==> config.mk <==
export PLATFORM = sky130hd
export DESIGN_NAME = aes_128_arbiter_flat
export DESIGN_NICKNAME = d
export VERILOG_FILES = /design/src/rtl/aes_128_arbiter_pkg.sv /design/src/rtl/aes_128_arbiter_if.sv /design/src/rtl/aes_128_arbiter_rr_arbiter.sv /design/src/rtl/aes_128_arbiter.sv /design/src/flat_wrapper.sv
export SDC_FILE = /design/constraint.sdc
export NUM_CORES = 1
export LEC_CHECK = 0
export BUFFER_PORTS_ARGS = -buffer_cell sky130_fd_sc_hd__buf_2
export CORE_AREA = 2 2 607 609
export CTS_CLUSTER_SIZE = 14
export DETAILED_ROUTE_END_ITERATION = 16
export DIE_AREA = 0 0 609 611
export SKIP_LAST_GASP = 1
export SLEW_MARGIN = 20
export SYNTH_ARGS = -nofsm -noshare
export SYNTH_HDL_FRONTEND = slang
export SYNTH_SLANG_ARGS = --single-unit
==> constraint.sdc <==
create_clock -name clk -period 3.3 [get_ports clk]
set_input_delay 0.165 -clock clk [delete_from_list [all_inputs] [get_ports clk]]
set_output_delay 0.165 -clock clk [all_outputs]
set_load 0.01 [all_outputs]
==> src/rtl/aes_128_arbiter_pkg.sv <==
// Shared types and constants for the AES-128 core arbiter.
package aes_arb_pkg;

    localparam int AES_BLK_W       = 128;
    localparam int AES_LATENCY_DEF = 20;

    // Index field is wide enough for the largest supported requester count (8).
    localparam int TAG_IDX_W = 3;

    typedef enum logic [1:0] {
        ARB_IDLE,
        ARB_RUN,
        ARB_DRAIN
    } arb_state_e;

    typedef struct packed {
        logic                 valid;
        logic [TAG_IDX_W-1:0] idx;
    } arb_tag_t;

endpackage

==> src/rtl/aes_128_arbiter_if.sv <==
// Requester-side bus of the AES arbiter: packed request lanes plus one-hot response.
interface aes_128_arbiter_if #(
    parameter int NUM_REQ = 4
) ();
    import aes_arb_pkg::*;

    logic [NUM_REQ-1:0]           req_valid;
    logic [NUM_REQ-1:0]           req_ready;
    logic [NUM_REQ*AES_BLK_W-1:0] req_state;
    logic [NUM_REQ*AES_BLK_W-1:0] req_key;
    logic [NUM_REQ-1:0]           rsp_valid;
    logic [AES_BLK_W-1:0]         rsp_data;

    modport master (
        output req_valid, req_state, req_key,
        input  req_ready, rsp_valid, rsp_data
    );

    modport slave (
        input  req_valid, req_state, req_key,
        output req_ready, rsp_valid, rsp_data
    );

endinterface

==> src/rtl/aes_128_arbiter_rr_arbiter.sv <==
// Combinational round-robin picker: first valid request at or after ptr, wrapping.
module rr_arbiter #(
    parameter  int NUM_REQ = 4,
    localparam int IDX_W   = $clog2(NUM_REQ)
) (
    input  logic [NUM_REQ-1:0] req_i,
    input  logic [IDX_W-1:0]   ptr_i,
    output logic [NUM_REQ-1:0] gnt_o,
    output logic [IDX_W-1:0]   idx_o,
    output logic               any_o
);

    // Scan offsets 0..NUM_REQ-1 from the pointer; the first hit wins.
    always_comb begin
        int unsigned pos;
        pos   = 0;
        gnt_o = '0;
        idx_o = '0;
        any_o = 1'b0;
        for (int k = 0; k < NUM_REQ; k++) begin
            pos = (int'(ptr_i) + k) % NUM_REQ;
            if (!any_o && req_i[pos[IDX_W-1:0]]) begin
                any_o = 1'b1;
                idx_o = pos[IDX_W-1:0];
            end
        end
        if (any_o) gnt_o = NUM_REQ'(1) << idx_o;
    end

endmodule

==> src/rtl/aes_128_arbiter.sv <==
// Shares one pipelined AES-128 core between NUM_REQ requesters.
// Round-robin issue, tag pipeline matched to core latency, drain/quiesce FSM.
// Optional AES_ARB_ZEROIZE_EN: clear core inputs in every non-accept cycle.
module aes_128_arbiter
    import aes_arb_pkg::*;
#(
    parameter int NUM_REQ     = 4,
    parameter int AES_LATENCY = AES_LATENCY_DEF
) (
    input  logic                 clk,
    input  logic                 rst_n,
    input  logic                 enable,
    input  logic                 drain_req,
    output logic                 idle,
    aes_128_arbiter_if.slave     req_if,
    output logic [AES_BLK_W-1:0] aes_state,
    output logic [AES_BLK_W-1:0] aes_key,
    input  logic [AES_BLK_W-1:0] aes_out
);

    localparam int               IDX_W   = $clog2(NUM_REQ);
    localparam int               INF_W   = $clog2(AES_LATENCY + 2);
    localparam logic [INF_W-1:0] INF_ONE = INF_W'(1);
    localparam logic [INF_W-1:0] INF_MAX = INF_W'(AES_LATENCY + 1);

    arb_state_e                        state_q, state_d;
    logic [IDX_W-1:0]                  rr_ptr_q, rr_ptr_d;
    logic [INF_W-1:0]                  inflight_q, inflight_d;
    logic [AES_BLK_W-1:0]              aes_state_q, aes_state_d;
    logic [AES_BLK_W-1:0]              aes_key_q, aes_key_d;
    arb_tag_t [AES_LATENCY:0]          tag_q;
    arb_tag_t                          tag_in, tag_out;

    logic [NUM_REQ-1:0]                gnt;
    logic [IDX_W-1:0]                  gnt_idx;
    logic                              gnt_any, run, accept, retire;
    logic [NUM_REQ-1:0][AES_BLK_W-1:0] st_arr, ky_arr;

    rr_arbiter #(.NUM_REQ(NUM_REQ)) u_rr (
        .req_i (req_if.req_valid),
        .ptr_i (rr_ptr_q),
        .gnt_o (gnt),
        .idx_o (gnt_idx),
        .any_o (gnt_any)
    );

    assign run              = (state_q == ARB_RUN);
    assign accept           = run & gnt_any;
    assign req_if.req_ready = run ? gnt : '0;
    assign st_arr           = req_if.req_state;
    assign ky_arr           = req_if.req_key;

    // Tag enters with the accept and leaves the cycle the core shows its result.
    assign tag_in.valid     = accept;
    assign tag_in.idx       = TAG_IDX_W'(gnt_idx);
    assign tag_out          = tag_q[AES_LATENCY];
    assign retire           = tag_out.valid;
    assign req_if.rsp_valid = retire ? (NUM_REQ'(1) << tag_out.idx) : '0;
    assign req_if.rsp_data  = aes_out;

    assign aes_state        = aes_state_q;
    assign aes_key          = aes_key_q;
    assign idle             = (state_q == ARB_IDLE) && (inflight_q == '0);

    // Issue-control FSM; DRAIN only exits to IDLE once the core is empty.
    always_comb begin
        state_d = state_q;
        case (state_q)
            ARB_IDLE:  if (enable && !drain_req)          state_d = ARB_RUN;
            ARB_RUN:   if (drain_req || !enable)          state_d = ARB_DRAIN;
            ARB_DRAIN: if (inflight_q == '0 && !accept)   state_d = ARB_IDLE;
            default:                                      state_d = ARB_IDLE;
        endcase
    end

    // Next values for core inputs, rr pointer and in-flight count.
    always_comb begin
        aes_state_d = aes_state_q;
        aes_key_d   = aes_key_q;
        rr_ptr_d    = rr_ptr_q;
        inflight_d  = inflight_q;
        if (accept) begin
            aes_state_d = st_arr[gnt_idx];
            aes_key_d   = ky_arr[gnt_idx];
            rr_ptr_d    = (gnt_idx == IDX_W'(NUM_REQ - 1)) ? '0 : gnt_idx + IDX_W'(1);
        end
`ifdef AES_ARB_ZEROIZE_EN
        // Covers the DRAIN->IDLE edge too, since no accept happens there.
        else begin
            aes_state_d = '0;
            aes_key_d   = '0;
        end
`endif
        case ({accept, retire})
            2'b10:   inflight_d = inflight_q + INF_ONE;
            2'b01:   inflight_d = inflight_q - INF_ONE;
            default: inflight_d = inflight_q;
        endcase
    end

    // State registers; reset discards every in-flight tag.
    always_ff @(posedge clk or negedge rst_n) begin
        if (!rst_n) begin
            state_q     <= ARB_IDLE;
            rr_ptr_q    <= '0;
            inflight_q  <= '0;
            aes_state_q <= '0;
            aes_key_q   <= '0;
            tag_q       <= '0;
        end else begin
            state_q     <= state_d;
            rr_ptr_q    <= rr_ptr_d;
            inflight_q  <= inflight_d;
            aes_state_q <= aes_state_d;
            aes_key_q   <= aes_key_d;
            tag_q       <= {tag_q[AES_LATENCY-1:0], tag_in};
        end
    end

    // The counter can hold at most one block per tag stage and never goes negative.
    always_ff @(posedge clk) begin
        if (rst_n) begin
            assert (!(accept && !retire && inflight_q == INF_MAX))
                else $error("inflight counter overflow");
            assert (!(retire && !accept && inflight_q == '0))
                else $error("inflight counter underflow");
        end
    end

endmodule

==> src/flat_wrapper.sv <==
// flat-port wrapper written by rule: the top's interface ports become plain ports
module aes_128_arbiter_flat import aes_arb_pkg::*;
#(
    parameter int NUM_REQ     = 4,
    parameter int AES_LATENCY = AES_LATENCY_DEF
)
  (clk, rst_n, enable, drain_req, idle, aes_state, aes_key, aes_out, req_if_req_valid, req_if_req_state, req_if_req_key, req_if_req_ready, req_if_rsp_valid, req_if_rsp_data);
  aes_128_arbiter_if #(.NUM_REQ(NUM_REQ)) req_if_i ();
  input  logic clk;
  input  logic rst_n;
  input  logic enable;
  input  logic drain_req;
  output logic idle;
  output logic [AES_BLK_W-1:0] aes_state;
  output logic [AES_BLK_W-1:0] aes_key;
  input  logic [AES_BLK_W-1:0] aes_out;
  input wire logic [$bits(req_if_i.req_valid)-1:0] req_if_req_valid;
  input wire logic [$bits(req_if_i.req_state)-1:0] req_if_req_state;
  input wire logic [$bits(req_if_i.req_key)-1:0] req_if_req_key;
  output wire logic [$bits(req_if_i.req_ready)-1:0] req_if_req_ready;
  output wire logic [$bits(req_if_i.rsp_valid)-1:0] req_if_rsp_valid;
  output wire logic [$bits(req_if_i.rsp_data)-1:0] req_if_rsp_data;
  assign req_if_i.req_valid = req_if_req_valid;
  assign req_if_i.req_state = req_if_req_state;
  assign req_if_i.req_key = req_if_req_key;
  assign req_if_req_ready = req_if_i.req_ready;
  assign req_if_rsp_valid = req_if_i.rsp_valid;
  assign req_if_rsp_data = req_if_i.rsp_data;
  aes_128_arbiter #(.NUM_REQ(NUM_REQ), .AES_LATENCY(AES_LATENCY)) u_core (.clk(clk), .rst_n(rst_n), .enable(enable), .drain_req(drain_req), .idle(idle), .req_if(req_if_i), .aes_state(aes_state), .aes_key(aes_key), .aes_out(aes_out));
endmodule
==> impl_metrics.env <==
export IMPL_status="complete, no violations"
export IMPL_grtUsageTotal_pct=16.3
export IMPL_fmaxAchievable_mhz=308
export IMPL_fillers=42074
export IMPL_critPathLaunchType="register"
export IMPL_async_flop_share_pct=100
export IMPL_viasPerCell=3.31
export IMPL_yosysSeqAreaShare_pct=41.0
export IMPL_avgSynthCellArea_sq_um=9.83
export IMPL_routed_wl_um=318000
export IMPL_die_area_sq_mm=0.372
export IMPL_stdcell_count=9112
export IMPL_syn_num_nets=3202
export IMPL_grt_setup_unrepaired="false"
export IMPL_synth_top_area_cell="dfrtp_1"
export IMPL_grt_pass1_vias=28700
export IMPL_dr_pass1_iters=6
export IMPL_drtIter0Drc=2990
export IMPL_cpPeakStageDelay_ps=670
export IMPL_clk_latency_ps=740
export IMPL_final_core_util_pct=11.9
export IMPL_grt_pass1_wl_um=379000
export IMPL_path_class="reg -> reg"
export IMPL_reg2regPathDepth=9
export IMPL_ys_types=38
export IMPL_dp_cells=7893
export IMPL_synth_seq_cells=328
export IMPL_place_congestion=0.987
export IMPL_slew_headroom_pct=12.1
export IMPL_port_buffers=1296
export IMPL_cts_max_level=2
export IMPL_dpl_cell_area_sq_mm=0.0316
export IMPL_cp_cell_sequence="nand2b_1 -> a21oi_4 -> buf_12 -> buf_4 -> buf_4 -> o21ai_0 -> a21oi_1 -> dlygate4sd3_1 -> a221o_1"
export IMPL_post_place_ws_ps=226
export IMPL_min_path_type="in -> reg"
export IMPL_grt_overflow=0
export IMPL_ys_flop_type="dfrtp_1"
export IMPL_drive_gt1_share_pct=37.2
export IMPL_ir_drop_mv=0.411
export IMPL_final_nets=5224
export IMPL_cp_end_kind="register"
export IMPL_synthTopCellsByArea="dfrtp_1 (41%), mux2_1 (13%), a221o_1 (13%)"
export IMPL_cp_max_fo=35
export IMPL_ant_nets=0
export IMPL_finClkSkew_ps=71.4
export IMPL_cts_clk_slew_worst_paths_ps=60
export IMPL_cts_sinks=328
export IMPL_syn_inst=2035
export IMPL_route_detailed_drc=0
export IMPL_fin_tns_setup_ps=0
export IMPL_die_h_um=611
export IMPL_antenna_found_initial=404
export IMPL_arrival_ps=3900
export IMPL_synth_top_area_share_pct=41.0
export IMPL_final_area_sq_mm=0.0433
export IMPL_dieWidth_um=609
export IMPL_timing_hold_ws_ps=48.0
export IMPL_drv_cap=0
export IMPL_power_leakage_nw=18.4
export IMPL_cp_slowest_cell="dlygate4sd3_1"
export IMPL_cts_root_buf="clkbuf_16"
export IMPL_num_rows=222
export IMPL_yosys_cell_count_top_type="dfrtp_1"
export IMPL_io_pins=1553
export IMPL_syn2layout_area_growth_pct=116
export IMPL_power_mw=27.9
export IMPL_grt_max_degree=136
export IMPL_wl_per_cell_um=34.9
export IMPL_crit_top_cell="buf_4"
export IMPL_path_delay_family="buffers and inverters"
export IMPL_syn_cell_area_sq_mm=0.0200
export IMPL_cts_tree="done"
export IMPL_slew_viol_final=0
export IMPL_yosys_top_cells_count="dfrtp_1 (328), a21oi_1 (261), o21ai_0 (258)"
export IMPL_fin_crit_ps=3240
export IMPL_synth_edff_count=0
export IMPL_cts_made_buffers=51
export IMPL_fin_ws_ps=57.6
export IMPL_crit_buf_inv=4
export IMPL_initial_core_util_pct=5.48
export IMPL_place_hpwl_um=276000
export IMPL_core_area_sq_mm=0.365
export IMPL_powerDensity_mw_per_mm2=646
export IMPL_synth_warnings=0
export IMPL_cp_data_required_time_ps=3960
export IMPL_num_vias=30146
export IMPL_finalCritPeriodShare_pct=98.3
export IMPL_cts_buffer_depth=3
export IMPL_finalSetupViolCount=0
export IMPL_hold_depth=3
export IMPL_crit_cells=9
export IMPL_worst_pin_slew_ps=1320
export IMPL_hold_viol_final=0
[logic make-up after synthesis]
group / Yosys count / share of synthesized area (%)
AO/OA/AOI/OAI: 785 / 26.2
buffers and inverters: 357 / 10.1
flip-flops: 328 / 41.0
AND/OR/NAND/NOR: 294 / 7.44
multiplexers: 258 / 14.5
adder cells (fa/ha/maj): 7 / 0.438
XOR/XNOR: 6 / 0.263
[power by group]
group          internal (mW)  total, mW  switching (mW)  leakage (nW)
clock network           3.57       6.19            2.62         0.868
registers               5.79       7.05            1.26          4.09
logic                   5.72       14.7            8.99          13.5
[final cells by class]
class	count	area (sq um)	area share, %
timing repair buffer	2323	16900	39.0
multi-input combinational	1350	9850	22.8
sequential	328	8210	19.0
tap	4816	6030	13.9
clock buffer	63	1400	3.24
antenna	201	503	1.16
clock inverter	28	378	0.874
inverter	3	18.8	0.0434
[routing by layer]
| metal | routed length, um | vias up | GRT usage [%] |
|---|---|---|---|
| met4 | 18900 | 226 | 7.49 |
| met3 | 46100 | 945 | 10.1 |
| met2 | 146000 | 2569 | 26.7 |
| met1 | 106000 | 14416 | 16.2 |
| li1 | - | 11990 | - |
| met5 | 1920 | - | 1.34 |
[state kept, by name, summed over array words and instances, names as in the netlist]
name and flops:
u_core.tag_q 60, u_core.retire 1, u_core.aes_key 128, u_core.aes_state 128, u_core.rr_ptr_q 2, u_core.tag_out 2, u_core.state_q 2, u_core.inflight_q 5
[tightest hold or removal path, stage by stage]
cell and delay (ps):
buf_2 70, mux2_1 290, a221o_1 190
[final timing paths]
check	to	slack [ps]	start
min in group asynchronous	u_core.tag_out[1]	80	rst_n
max	u_core.aes_state[84]	60	u_core.rr_ptr_q[1]
min reg2reg	u_core.tag_q[24]	280	u_core.tag_q[20]
max reg2reg	u_core.aes_state[84]	60	u_core.rr_ptr_q[1]
min	u_core.aes_key[61]	50	req_if_req_key[445]
max in group asynchronous	u_core.aes_state[118]	1630	rst_n
[what timing repair did]
item,4_1_cts,5_1_grt
hold endpoints to repair,358,0
endpoints found under the setup margin,0,44
buffers inserted,0,2
resized for setup,0,3
hold buffers,924,0
[cells in the final DEF (no fill, tap or decap), drive strengths merged]
cell         synthesis  layout
dfrtp              328     328
inv                  3      10
clkinvlp             0       4
buf                189    1398
and3b                1       1
a21o                 2       2
o21ai              259     259
a21oi              261     261
nand2                8       8
a211oi               1       1
ha                   7       7
nor3                 2       2
clkbuf             165      64
o22ai                1       1
xnor2                2       2
dlygate4sd3          0     924
nor3b                2       2
nand3              257     257
diode                0     201
a2bb2oi              1       1
nor2b                3       3
nor2                10      10
and3                 1       1
mux2i                1       1
a221oi               1       1
nor4bb               1       1
mux2               257     257
clkinv               0      10
nand2b               4       4
bufinv               0       7
o2bb2ai              1       1
xor2                 4       4
o31ai                2       2
and2                 4       4
a221o              256     256
nand4b               1       1
No activity file was read; power rests on OpenSTA's default activity.
